===== config.mk =====
export PLATFORM = sky130hd
export DESIGN_NAME = carregador_so
export DESIGN_NICKNAME = d
export VERILOG_FILES = /design/src/rtl/carregador_so.sv
export SDC_FILE = /design/constraint.sdc
export NUM_CORES = 1
export LEC_CHECK = 0
export BUFFER_PORTS_ARGS = -buffer_cell sky130_fd_sc_hd__buf_2
export CAP_MARGIN = 20
export CORE_MARGIN = 5
export CORE_UTILIZATION = 55
export CTS_CLUSTER_SIZE = 16
export DETAILED_ROUTE_END_ITERATION = 8
export PLACE_DENSITY = 0.88
export SLEW_MARGIN = 0
export SYNTH_ARGS = -nofsm -noshare
export SYNTH_HDL_FRONTEND = slang
export SYNTH_SLANG_ARGS = --single-unit

===== constraint.sdc =====
create_clock -name clk -period 3.9 [get_ports clk]
set_clock_uncertainty 0.15 [all_clocks]
set_input_delay 0.78 -clock clk [delete_from_list [all_inputs] [get_ports clk]]
set_output_delay 0.78 -clock clk [all_outputs]
set_load 0.01 [all_outputs]

===== src/rtl/carregador_so.sv =====
`default_nettype none
// ============================================================================
// Module   : carregador_so
// Purpose  : Boot-time OS copy engine. This block is the responder side of the
//            BIOS boot handshake. It answers the module-check request, then
//            copies the OS image word by word from the HD memory into
//            instruction memory.
// Ports    : clk, rst_n               clock and asynchronous active-low reset
//            sinal_teste / sinal_ok   BIOS module check and ready response
//            sinal_mux                boot-copy command strobe (rising edge)
//            instrucao_inicio         [31:27] opcode, [26:16] dst base,
//                                     [15:0] HD source address
//            trava_pc                 number of words to copy
//            hd_leitura/endereco/dado HD read port
//            mem_inst_escrita/endereco/dado  instruction-memory write port
//            ocupado, concluido, erro copy status
// Options  : OPCODE_CHECK_EN - when defined, commands whose opcode differs
//            from COPY_OPCODE are rejected with a one-cycle erro pulse.
// Revision : 1.0 - initial release
// ============================================================================
module carregador_so #(
  parameter int         HD_LATENCY  = 2,
  parameter logic [4:0] COPY_OPCODE = 5'b11111
) (
  input  logic        clk,
  input  logic        rst_n,
  input  logic        sinal_teste,
  output logic        sinal_ok,
  input  logic        sinal_mux,
  input  logic [31:0] instrucao_inicio,
  input  logic [15:0] trava_pc,
  output logic        hd_leitura,
  output logic [15:0] hd_endereco,
  input  logic [31:0] hd_dado,
  output logic        mem_inst_escrita,
  output logic [15:0] mem_inst_endereco,
  output logic [31:0] mem_inst_dado,
  output logic        ocupado,
  output logic        concluido,
  output logic        erro
);

  localparam logic [2:0] OCIOSO   = 3'd0;
  localparam logic [2:0] LER      = 3'd1;
  localparam logic [2:0] ESPERA   = 3'd2;
  localparam logic [2:0] ESCREVER = 3'd3;
  localparam logic [2:0] FIM      = 3'd4;

  // Last ESPERA cycle: hd_dado is valid during it and is latched at its end.
  localparam logic [3:0] LAT_LAST = 4'(HD_LATENCY - 1);

  logic [2:0]  state;
  logic [2:0]  state_next;
  logic        pronto;
  logic        mux_prev;
  logic [15:0] src;
  logic [15:0] dst;
  logic [15:0] n;
  logic [15:0] i;
  logic [15:0] i_inc;
  logic [15:0] rd_addr;
  logic [15:0] wr_addr;
  logic [15:0] hd_end_hold;
  logic [15:0] mem_end_hold;
  logic [31:0] dado;
  logic [3:0]  wait_cnt;
  logic        cmd_edge;
  logic        cmd_reject;
  logic        cmd_accept;

  // Only a fresh rising edge seen while idle counts as a command.
  assign cmd_edge   = sinal_mux & ~mux_prev & (state == OCIOSO);
  assign cmd_accept = cmd_edge & ~cmd_reject;

  assign i_inc   = i + 16'd1;
  assign rd_addr = src + i;
  assign wr_addr = dst + i;

`ifdef OPCODE_CHECK_EN
  logic erro_q;

  assign cmd_reject = cmd_edge & (instrucao_inicio[31:27] != COPY_OPCODE);

  always_ff @(posedge clk or negedge rst_n) begin
    if (!rst_n) begin
      erro_q <= 1'b0;
    end else begin
      erro_q <= cmd_reject;
    end
  end

  assign erro = erro_q;
`else
  logic unused_opcode;

  assign cmd_reject    = 1'b0;
  assign erro          = 1'b0;
  assign unused_opcode = &{1'b0, instrucao_inicio[31:27], COPY_OPCODE};
`endif

  // State register
  always_ff @(posedge clk or negedge rst_n) begin
    if (!rst_n) begin
      state <= OCIOSO;
    end else begin
      state <= state_next;
    end
  end

  // Next-state logic
  always_comb begin
    state_next = state;
    case (state)
      OCIOSO: begin
        if (cmd_accept) begin
          state_next = (trava_pc != 16'd0) ? LER : FIM;
        end
      end
      LER: state_next = ESPERA;
      ESPERA: begin
        if (wait_cnt == LAT_LAST) begin
          state_next = ESCREVER;
        end
      end
      ESCREVER: state_next = (i_inc == n) ? FIM : LER;
      FIM: state_next = OCIOSO;
      default: state_next = OCIOSO;
    endcase
  end

  // Datapath: command latch, word index, latency counter, data and
  // address-hold registers.
  always_ff @(posedge clk or negedge rst_n) begin
    if (!rst_n) begin
      pronto       <= 1'b0;
      mux_prev     <= 1'b0;
      src          <= 16'd0;
      dst          <= 16'd0;
      n            <= 16'd0;
      i            <= 16'd0;
      wait_cnt     <= 4'd0;
      dado         <= 32'd0;
      hd_end_hold  <= 16'd0;
      mem_end_hold <= 16'd0;
    end else begin
      pronto   <= 1'b1;
      mux_prev <= sinal_mux;
      case (state)
        OCIOSO: begin
          if (cmd_accept) begin
            src <= instrucao_inicio[15:0];
            dst <= {5'b0, instrucao_inicio[26:16]};
            n   <= trava_pc;
            i   <= 16'd0;
          end
        end
        LER: begin
          wait_cnt    <= 4'd0;
          hd_end_hold <= rd_addr;
        end
        ESPERA: begin
          if (wait_cnt == LAT_LAST) begin
            dado <= hd_dado;
          end else begin
            wait_cnt <= wait_cnt + 4'd1;
          end
        end
        ESCREVER: begin
          mem_end_hold <= wr_addr;
          i            <= i_inc;
        end
        default: begin
        end
      endcase
    end
  end

  // Output logic (addresses show the live value while strobed, else hold)
  always_comb begin
    hd_leitura        = (state == LER);
    hd_endereco       = (state == LER) ? rd_addr : hd_end_hold;
    mem_inst_escrita  = (state == ESCREVER);
    mem_inst_endereco = (state == ESCREVER) ? wr_addr : mem_end_hold;
    mem_inst_dado     = dado;
    ocupado           = (state != OCIOSO);
    concluido         = (state == FIM);
    sinal_ok          = sinal_teste & pronto & (state == OCIOSO);
  end

endmodule
`default_nettype wire


Yosys cells after proc, flatten, opt, wreduce, memory -nomap -nowiden. Index checks and enable logic that the tools add are counted.

Register bits after elaboration: 132. Bits of input ports: 84. Output and inout port bits: 70. Word-level logic and storage cells: 50.

Add/sub/neg operators: 4. Equality and inequality tests: 9. Multiplexer cells: 11. Bitwise gates (word level): 5. Reduce and logical (&&, ||, !) cells: 10.

Operator list (number): $mux W16 (3); $pmux W16 S2 (1); $add A11 B16 Y16 (1); $add A16 B1 Y16 const B (1); $add A16 B16 Y16 (1); $eq A16 B16 Y1 (1); $reduce_bool A16 Y1 (1); $mux W3 (4); $pmux W3 S4 (1); $reduce_and A2 Y1 (5); $pmux W4 S2 (1); $eq A3 B2 Y1 const B (2); $ne A2 B2 Y1 const B (3); $add A4 B1 Y4 const B (1); $and A1 B1 Y1 (4); $eq A4 B1 Y1 const B (1); $mux W4 (1); $reduce_bool A2 Y1 (2); $eq A3 B1 Y1 const B (1); $eq A3 B3 Y1 const B (1); $logic_not A3 Y1 (1); $reduce_bool A3 Y1 (1); $not A1 Y1 (1).

Logic depth before layout (Yosys ltp).
Depth in word-level cells: 5. Gate-level depth with buffers: 9. Mapped depth without buffers: 9.

Least setup slack after synthesis. Ideal clock, no wire load.

Path kind: register -> output. From: register i[0]. To: output port hd_endereco[12]. Arrival time: 2.374 ns. Required time: 2.970 ns. Slack: 0.596 ns. Stages on the path, launching flop included: 10. Path buffers: 0. Cell sequence: dfrtp_1 > ha_1 > inv_1 > fa_1 > nor2b_1 > o2111ai_1 > a211oi_2 > o211a_1 > nor3_1 > o31ai_1.

Cells in the longest elaborated chain, start to end: 2.

Ends and longest elaborated chain: start: declaration (RTL line 59) `logic [15:0] i;`; start signal: assignment (RTL line 170) `i <= i_inc;`; $add A16 B16 Y16 (RTL line 76) `assign rd_addr = src + i;`; $mux W16; end: declaration (RTL line 33) `output logic [15:0] hd_endereco,`.

No other way between the ends.

Worst setup path after layout.
From: register i[1]. To: output port hd_endereco[15].

Same word-level chain as after synthesis.

==> key figures <==
Global routing
  – Met2 track demand over resource in global routing: a little under two fifths
  – Aggregate global-route resource usage: about a quarter
  – Global-route congestion overflow total: 0
  – Pin count of the biggest net entering global routing: just over 80
  – Vias in the first global route: ~5500
  – Most crowded layer after global routing: met2
  – Routing usage on met3: 5.76%
  – Initial antenna violation count: 0
  – Global-route wire length before repair: about 27000 um
  – Met1 layer usage reported by global route: between 20% and 30%

Synthesis
  – Commonest register cell after synthesis: sky130_fd_sc_hd__dfrtp_1
  – Largest area contributor in the netlist: sky130_fd_sc_hd__dfrtp_1
  – Syn_area_per_cell: 10.8 um2
  – Top cells by count, synth: sky130_fd_sc_hd__dfrtp_1, sky130_fd_sc_hd__mux2_2, sky130_fd_sc_hd__nand2_1, sky130_fd_sc_hd__o21ai_0, sky130_fd_sc_hd__ha_1
  – Gate count of the mapped netlist: 648
  – Fraction of registers with async set/reset: between 90% and 100%
  – Sequential fraction of the synthesis area: 47.1%
  – Area fraction of the dominant cell type after synthesis: between 40% and 50%
  – Net Count, Synth: around 760
  – Yosys warnings: 0
  – Cell variety after synth: 66
  – Post-synthesis instance area: 7010 um2
  – Most frequently used cell type in the post-synthesis netlist: sky130_fd_sc_hd__dfrtp_1
  – Number of storage elements in the synthesis netlist: between 100 and 150
  – Most area-consuming cells after synthesis: sky130_fd_sc_hd__dfrtp_1, sky130_fd_sc_hd__mux2_2, sky130_fd_sc_hd__ha_1, sky130_fd_sc_hd__o21ai_0, sky130_fd_sc_hd__nand2_1
  – EDFF count, synth: 0

Clocking
  – CTS Sinks: about 130
  – CTS Buffer Depth: 2
  – Clock Tree Root: sky130_fd_sc_hd__clkbuf_16
  – Clock latency on the worst-skew pair: between 400 and 500 ps
  – Num CTS Buffers: 17
  – Clock-pin slew of the registers on the worst-case setup and hold paths: roughly 50 ps
  – H-Tree Level Count: 4
  – TritonCTS clock tree: built

Power
  – Leakage power figure: approximately 4.1 nW
  – Sequential Power Share: approximately a third
  – Ratio of total power to cell area: about 800 nW/um2
  – Worst vdd ir: between 0.4 and 0.5 mV
  – Cell-internal power: roughly 4.3 mW
  – Net switching share of the total power: 37.4%
  – Final Total Pwr: 6.93 mW
  – Share of power burned in the clock network: a little under a quarter
  – Comb power frac: 42.7%
  – P_sw: roughly 2.6 mW

Detailed routing
  – Detailed Route WL: between 15000 and 20000 um
  – Vias after detailed routing: between 5000 and 6000
  – Count of routing violations after the opening detailed-route iteration: 463
  – Avg WL per Cell: roughly 17 um
  – Number of search-and-repair iterations in the first detailed-routing pass: 5
  – DRC viols: 0
  – Via-to-Cell Ratio: approximately 5.7
  – Antenna Violating Nets Remaining: 0

Floorplan
  – Initial Util: 55.8%
  – Number of placement rows: 41
  – Die extent in y: 123 um
  – Horiz. Die Dim: about 120 um
  – Core box area: around 13000 um2
  – Count of boundary I/O pins: 154
  – Die Footprint: about 15000 um2

Hold path
  – Worst hold-check path type: in2async

Timing
  – Final number of max-transition violations: 0
  – Fmax: ~260 MHz
  – Headroom to the max-slew limit: around half
  – Hold Fails Final Rpt: 0
  – Slew at the pin closest to its max-slew limit: ~750 ps
  – Fin crit period: between 3000 and 4000 ps
  – RSZ-0062 raised after global routing: yes
  – Count of endpoints failing setup in the final report: 0
  – Period utilization: between 90% and 100%

Place
  – GP Congestion: about 0.90
  – Post-DP HPWL: 12100 um
  – Buffers on Ports: between 100 and 150
  – # placed instances: approximately 950

Cells and area
  – Share of the core filled with cells in the final layout: 68.7%
  – Share of cells above drive strength 1: between 30% and 40%
  – Area Overhead vs Synth: 23.2%
  – Count of nets after finishing: roughly 920
  – Non-Filler Instances: 987

Worst setup path
  – Path type of the worst setup path: reg2out
  – Max FO, Critical Path: 6
  – Arr. time, crit path: ~2900 ps
  – Nature of the critical path endpoint: primary output
  – CP Launch Type: flip-flop
  – Worst endpoint required time: roughly 3000 ps

Job
  – Number of max-cap violations: 0

Run status
  – Run status: completed
## state kept, by name (all words and copies together), names as in the netlist
name,cells
mem_inst_dado,32
src,16
i,16
state,3
dst,11
mem_end_hold,16
pronto,1
n,16
mux_prev,1
hd_end_hold,16
wait_cnt,4
## critical path, stage by stage, from the launching register on
cell                       delay, ps
sky130_fd_sc_hd__dfrtp_1         370
sky130_fd_sc_hd__buf_4           180
sky130_fd_sc_hd__ha_1            330
sky130_fd_sc_hd__a211oi_2        330
sky130_fd_sc_hd__o211ai_1        190
sky130_fd_sc_hd__a32oi_1         280
sky130_fd_sc_hd__o21ai_0         170
sky130_fd_sc_hd__xnor2_1         170
sky130_fd_sc_hd__o21ai_0         240
sky130_fd_sc_hd__buf_2           180
## layout by cell type (no fill, tap or decap), types with 4 or more instances in the layout
cell type,count
sky130_fd_sc_hd__o21ai_1,4
sky130_fd_sc_hd__a21o_1,7
sky130_fd_sc_hd__buf_4,12
sky130_fd_sc_hd__a21oi_1,19
sky130_fd_sc_hd__o31ai_1,6
sky130_fd_sc_hd__xnor2_1,17
sky130_fd_sc_hd__or3_1,6
sky130_fd_sc_hd__nor2_1,27
sky130_fd_sc_hd__dfrtp_1,129
sky130_fd_sc_hd__nand3_1,13
sky130_fd_sc_hd__o21bai_1,4
sky130_fd_sc_hd__ha_1,28
sky130_fd_sc_hd__o21ai_2,4
sky130_fd_sc_hd__o21ai_0,53
sky130_fd_sc_hd__xor2_1,26
sky130_fd_sc_hd__inv_1,14
sky130_fd_sc_hd__mux2_2,76
sky130_fd_sc_hd__clkbuf_16,17
sky130_fd_sc_hd__a31oi_1,6
sky130_fd_sc_hd__o211ai_1,5
sky130_fd_sc_hd__nor3b_1,5
sky130_fd_sc_hd__nand2_1,64
sky130_fd_sc_hd__o41ai_1,4
sky130_fd_sc_hd__buf_2,146
sky130_fd_sc_hd__o21a_1,7
sky130_fd_sc_hd__clkinvlp_4,4
sky130_fd_sc_hd__nor4_1,6
sky130_fd_sc_hd__nor2b_1,5
sky130_fd_sc_hd__nand4_1,6
sky130_fd_sc_hd__nand2b_1,6
sky130_fd_sc_hd__nor3_1,11
sky130_fd_sc_hd__and3_1,5
## area by class of cell
type	instances	area, um2
Tap cell	172	215
Clock buffer	20	467
Antenna cell	2	5.00
Sequential cell	132	3310
Multi-Input combinational cell	473	3560
Inverter	15	56.3
Clock inverter	12	153
Fill cell	929	3930
Timing Repair Buffer	161	872
## per-layer routing
metal / wire length (um) / up-vias
met5: 0 / -
met4: 346 / 0
met3: 1100 / 29
met2: 8740 / 224
met1: 7020 / 2735
li1: - / 2646
## power groups by stage
stage	Combinational (mW)	Sequential [mW]	Clock, mW
2_1_floorplan	1.88	2.30	0
3_3_place_gp	2.76	2.28	0
3_5_place_dp	2.86	2.32	0
4_1_cts	2.91	2.31	1.67
5_1_grt	3.27	2.39	1.73
6_report	2.96	2.32	1.65
## what timing repair did
item,CTS,global route
hold buffers,0,0
buffers inserted,0,1
resized for setup,6,17
pin swaps,1,6
endpoints found under the setup margin,5,9
gates cloned,0,0
## logic make-up (layout without fill, tap and decap cells)
kind of cell	after synthesis	after routing	share of synthesized area (%)
adders and majority gates	31	31	5.75
DFF	132	132	47.1
AOI/OAI and AO/OA	148	148	13.5
buffers and inverters	43	208	3.12
muxes	78	78	12.5
other	2	4	0.107
and+or+nand+nor	170	170	12.3
xor gates and xnor gates	44	44	5.61
## path summary, 6_finish.rpt
check                                               from                       endpoint  slack, ps  cells past startpoint
worst max-delay path                    i[1]$_DFFE_PN0P_                hd_endereco[15]        100                      9
worst min-delay path                               rst_n             dst[4]$_DFFE_PN0P_        240                      1
worst max register to register          i[7]$_DFFE_PN0P_      hd_end_hold[12]$_DFF_PN0_       1280                      8
worst min register to register  hd_end_hold[0]$_DFF_PN0_       hd_end_hold[0]$_DFF_PN0_        330                      2
max in group asynchronous                          rst_n  mem_inst_dado[10]$_DFFE_PN0P_       2640                      2
min in group clk                hd_end_hold[0]$_DFF_PN0_       hd_end_hold[0]$_DFF_PN0_        330                      2
## per-stage QoR
step	hold WS [ps]	cell area (um2)	setup WS (ps)	setup TNS, ps
final	243	8640	100	0
after floorplan	334	7010	596	0
after global routing	312	8630	-49.6	-61.8
after global placement	298	7910	444	0
after detailed placement	307	7910	380	0
after CTS	282	8560	3.85	0
(Power assumes the default switching activity.)
